`src/rtl/branch_resolve_unit.sv`:
```
// Resolves control-flow instructions at E/M: BHT update strobe, mispredict redirect/flush, perf counters.
// Outputs are combinational from the M register, one cycle after E is sampled; stall_m holds M and suppresses repeat strobes.
module branch_resolve_unit #(
  parameter int CNT_WIDTH = 32
) (
  input  logic                 clk,
  input  logic                 rst_n,
  input  logic                 valid_e,
  input  logic [31:0]          pc_e,
  input  logic                 is_branch_e,
  input  logic                 is_jump_e,
  input  logic                 pred_taken_e,
  input  logic [31:0]          pred_target_e,
  input  logic                 actual_taken_e,
  input  logic [31:0]          actual_target_e,
  input  logic                 stall_m,
  input  logic                 flush_m,
  output logic [31:0]          pc_m,
  output logic                 cflow_valid,
  output logic                 cflow_taken,
  output logic                 redirect_valid,
  output logic [31:0]          redirect_pc,
  output logic                 flush_fd,
  output logic [CNT_WIDTH-1:0] branch_count,
  output logic [CNT_WIDTH-1:0] mispredict_count
);

  localparam logic [CNT_WIDTH-1:0] CNT_MAX = '1;
  localparam logic [CNT_WIDTH-1:0] CNT_ONE = {{(CNT_WIDTH-1){1'b0}}, 1'b1};

  logic        valid_m;
  logic        is_branch_m;
  logic        is_jump_m;
  logic        pred_taken_m;
  logic        actual_taken_m;
  logic [31:0] pred_target_m;
  logic [31:0] actual_target_m;
  logic        done;

  logic        load_m;
  logic        is_cf_m;
  logic        taken_m;
  logic        mis_m;

  assign load_m  = !stall_m;
  assign is_cf_m = valid_m & (is_branch_m | is_jump_m);
  assign taken_m = is_jump_m | actual_taken_m;
  assign mis_m   = is_cf_m & ((pred_taken_m != taken_m) |
                              (pred_taken_m & taken_m & (pred_target_m != actual_target_m)));

  assign cflow_valid    = is_cf_m & !done;
  assign cflow_taken    = is_cf_m & taken_m;
  assign redirect_valid = cflow_valid & mis_m;
  assign flush_fd       = redirect_valid;
  assign redirect_pc    = !is_cf_m ? 32'd0 :
                          (taken_m ? actual_target_m : pc_m + 32'd4);

  // The E instruction younger than a mispredict is squashed on its way into M.
  always_ff @(posedge clk or negedge rst_n) begin
    if (!rst_n) begin
      valid_m         <= 1'b0;
      pc_m            <= '0;
      is_branch_m     <= 1'b0;
      is_jump_m       <= 1'b0;
      pred_taken_m    <= 1'b0;
      pred_target_m   <= '0;
      actual_taken_m  <= 1'b0;
      actual_target_m <= '0;
    end else if (load_m) begin
      valid_m         <= valid_e & !flush_m & !redirect_valid;
      pc_m            <= pc_e;
      is_branch_m     <= is_branch_e;
      is_jump_m       <= is_jump_e;
      pred_taken_m    <= pred_taken_e;
      pred_target_m   <= pred_target_e;
      actual_taken_m  <= actual_taken_e;
      actual_target_m <= actual_target_e;
    end
  end

  // done remembers that the instruction held in M has already strobed.
  always_ff @(posedge clk or negedge rst_n) begin
    if (!rst_n) begin
      done <= 1'b0;
    end else if (load_m) begin
      done <= 1'b0;
    end else if (cflow_valid) begin
      done <= 1'b1;
    end
  end

  always_ff @(posedge clk or negedge rst_n) begin
    if (!rst_n) begin
      branch_count     <= '0;
      mispredict_count <= '0;
    end else begin
      if (cflow_valid && (branch_count != CNT_MAX)) begin
        branch_count <= branch_count + CNT_ONE;
      end
      if (redirect_valid && (mispredict_count != CNT_MAX)) begin
        mispredict_count <= mispredict_count + CNT_ONE;
      end
    end
  end

endmodule

```
`config.mk`:
```
export PLATFORM = sky130hd
export DESIGN_NAME = branch_resolve_unit
export DESIGN_NICKNAME = d
export VERILOG_FILES = /design/src/rtl/branch_resolve_unit.sv
export SDC_FILE = /design/constraint.sdc
export NUM_CORES = 1
export LEC_CHECK = 0
export ABC_AREA = 1
export BUFFER_PORTS_ARGS = -buffer_cell sky130_fd_sc_hd__buf_4
export CAP_MARGIN = 20
export CORE_MARGIN = 2
export CORE_UTILIZATION = 45
export DETAILED_ROUTE_END_ITERATION = 7
export GPL_TIMING_DRIVEN = 0
export PLACE_DENSITY = 0.75
export SETUP_SLACK_MARGIN = 0.5
export SYNTH_ARGS = -nofsm -noshare
export SYNTH_HDL_FRONTEND = slang
export SYNTH_SLANG_ARGS = --single-unit
export TNS_END_PERCENT = 20
```
`constraint.sdc`:
```
create_clock -name clk -period 2.1 [get_ports clk]
set_clock_uncertainty 0.05 [all_clocks]
set_input_delay 0.42 -clock clk [delete_from_list [all_inputs] [get_ports clk]]
set_output_delay 0.42 -clock clk [all_outputs]
set_load 0.03 [all_outputs]
```
==> flow_summary.ini <==
[power_and_ir_drop]
ir_drop_mv = 0.726
p_switching_mw = 3.20
power_density_mw_per_mm2 = 651
power.total_mw = 9.76
p_comb_share_pct = 26.6
power_frac_clock_pct = 34.4
power.internal_mw = 6.56
p_sw_share_pct = 32.8
leakage_nw = 7.58
p_seq_share_pct = 39.0

[worst_setup_path]
worstRegToRegCells = 12
cp-endpoint = redirect_pc[12]
crit_chain = buf_6 -> ha_4 -> buf_4 -> nor3b_2 -> buf_4 -> or2_4 -> a31oi_4 -> buf_6
reg2reg_from = is_jump_m$_DFFE_PN0N_
worstPathArrival_ns = 2.17
reg2reg_slack_ns = 0.01
endpoint_kind = primary output
cp-start-kind = flip-flop
criticalPathCategory = flip-flop to primary output
crit_path_top_delay_cell = dfrtp_2
r2r_end = mispredict_count[3]$_DFFE_PN0P_
cp_data_required_time_ns = 1.63
cpPeakStageDelay_ns = 0.44
startpoint = pc_m[3]$_DFFE_PN0N_
worstPathMaxFanout = 3

[clocking]
cts_tree = done
cts_buffers = 17
clk_latency_ns = 0.44
cts.sinks = 166
cts_root_buf = clkbuf_16
cts-htree-levels = 4
clockBufferDepth = 2
clkTransAtPathRegs_ns = 0.07

[die]
ios = 237
fp.dieArea_mm2 = 0.0223
start_util_pct = 45.5
fp.coreArea_mm2 = 0.0208
num_rows = 53
die_x_um = 149
die_y_um = 149

[global_routing]
grt_pass1_wl_um = 52600
grt.overflow.total = 0
grt_antenna_before_repair = 1
grt_usage_pct = 30.6
grt_max_degree = 123
grt_pass1_vias = 9967

[logic_synthesis]
yosysTopAreaCellShare_pct = 43.8
synth_warnings = 0
ys_ff_latch = 166
synth_edf_count = 0
synthesis.instances = 1317
yosysMostFrequentCell = nand2_1
syn-num-nets = 1426
yosysTopAreaCell = dfrtp_1
synth_area_mm2 = 0.00948
ys_seq_area_share_pct = 43.8
synth_ff_type = dfrtp_1
synthArstFlopShare_pct = 100
synthDistinctLibCells = 35
synth_commonest_cells = nand2_1 (530), dfrtp_1 (166), nor2_1 (125)
synth.area.top_cells = dfrtp_1 (44%), nand2_1 (21%), nor2_1 (4.9%)
syn_avg_cell_area_um2 = 7.20

[sta]
fin_ws_ns = -0.540
relSlewSlack_pct = 56.2
drv_slew = 0
rsz0062_at_grt = yes
layout_min_cycle_time_ns = 2.64
period_share_pct = 126
finalHoldViolCount = 0
tightest_slew_ns = 0.656
fmax_ghz = 0.379
setup_violations = 35

[placement]
gp_congestion = 0.955
dp_cells = 1828
io_buffers = 235
hpwl_um = 24200

[route]
wl_um = 36500
drc = 0
dr.pass1.iters = 6
viasPerCell = 5.39
antenna_left = 0
vias = 10696
routedWlPerCell_um = 18.4
drt_iter0_drc = 894

[job]
maxCapViolCount = 0

[outcome]
status = finished with violations
violations = setup timing

[hold_path]
hold_class = primary input to flip-flop

[cells_and_area]
final_util_pct = 72.1
syn_to_final_growth_pct = 58.2
final_net_count = 1803
drive_above_1_share_pct = 41.9
instances_no_fill = 1983
-- what timing repair did --
item,in CTS,in global routing
endpoints found under the setup margin,165,256
pin swaps,58,84
buffers inserted,60,55
cloned,1,5
endpoints found under the hold margin,44,0
gates resized for setup,257,233
hold buffers,1,0
-- cell usage in the layout (no fill, tap or decap), types with 6 or more instances in the layout --
cell and n:
nand2_1 457, buf_4 250, dfrtp_1 105, buf_6 103, nor2_1 84, inv_1 76
dfrtp_2 61, nand2_2 58, nand4_1 57, xor2_1 45, nor2_4 39, xnor2_1 38
o21ai_0 35, inv_2 29, nor3_1 22, nand3_1 21, clkbuf_16 20, nand2_4 16
o21ai_1 15, o21ai_2 15, clkbuf_1 15, nand3_2 12, nor3_4 10, clkbuf_2 7
nor3_2 7, buf_12 7, a21oi_1 6, xnor2_2 6, inv_4 6, clkbuf_8 6
-- worst min-delay path by stage --
stage | start | to | cells past startpoint
finish | pc_e[28] | pc_m[28]$_DFFE_PN0N_ | 3
global route | pred_target_e[25] | pred_target_m[25]$_DFFE_PN0N_ | 3
CTS | pc_e[28] | pc_m[28]$_DFFE_PN0N_ | 3
detailed placement | rst_n | pc_m[3]$_DFFE_PN0N_ | 1
global placement | is_branch_m$_DFFE_PN0N_ | is_branch_m$_DFFE_PN0N_ | 2
floorplan | rst_n | actual_taken_m$_DFFE_PN0N_ | 0
-- state kept, by name, indices dropped and copies added, names as in the netlist --
register          cells
pred_taken_m          1
is_branch_m           1
pred_target_m        32
valid_m               1
done                  1
mispredict_count     32
actual_target_m      32
branch_count         32
pc_m                 32
actual_taken_m        1
is_jump_m             1
-- power by group through the flow --
stage	Clock [mW]	Sequential, mW	Combinational [mW]
global placement	0	3.81	1.77
finish	3.36	3.81	2.60
global route	3.52	3.83	2.78
CTS	3.37	3.78	2.19
floorplan	0	3.97	0.821
detailed placement	0	3.82	1.81
-- worst max-delay path: cells and delay by family, from the launching register on --
family / cells / cell delay (ns)
buf+inv: 4 / 0.56
flops: 1 / 0.44
fa+ha+maj: 1 / 0.16
compound gates: 1 / 0.17
simple gates: 2 / 0.40
-- layer usage --
layer / vias to the layer above / global-route usage, % / share of wire (%)
met5: - / 0 / 0
met4: 0 / 14.0 / 4.6
met3: 124 / 5.72 / 7.6
met1: 5125 / 41.5 / 41
li1: 4923 / - / -
met2: 524 / 47.5 / 47
-- metrics by stage --
step | instance area (um^2) | worst slack (ns) | hold slack [ns] | setup TNS (ns)
after floorplan | 9620 | -0.0543 | 0.0744 | -0.152
after global placement | 11700 | -0.538 | 0.407 | -81.59
after detailed placement | 11800 | -0.376 | 0.293 | -16.38
after CTS | 13700 | -0.498 | 0.113 | -10.77
after global routing | 15000 | -0.627 | 0.120 | -16.88
final | 15000 | -0.540 | 0.118 | -13.09
-- logic make-up (layout without fill, tap and decap cells) --
kind of cell               after synthesis  after routing  share of synthesized area, %
xor gates and xnor gates                90             90                          8.31
other                                    0              1                             0
AOI/OAI and AO/OA                       84             84                          4.67
buffers and inverters                  159            548                          6.70
DFF                                    166            166                          43.8
and+or+nand+nor                        814            815                          36.0
adders and majority gates                4              4                         0.528
-- cell type report --
type | count | area, um^2
diodes | 1 | 2.50
flip-flops and latches | 166 | 4230
fillers | 1603 | 5820
repair buffers | 357 | 3180
inverters | 113 | 455
plain buffers | 46 | 355
well taps | 275 | 344
clock buffers | 19 | 453
multi-input cells | 993 | 5820
clock inverters | 13 | 168
Power figures use the tool's default switching activity.
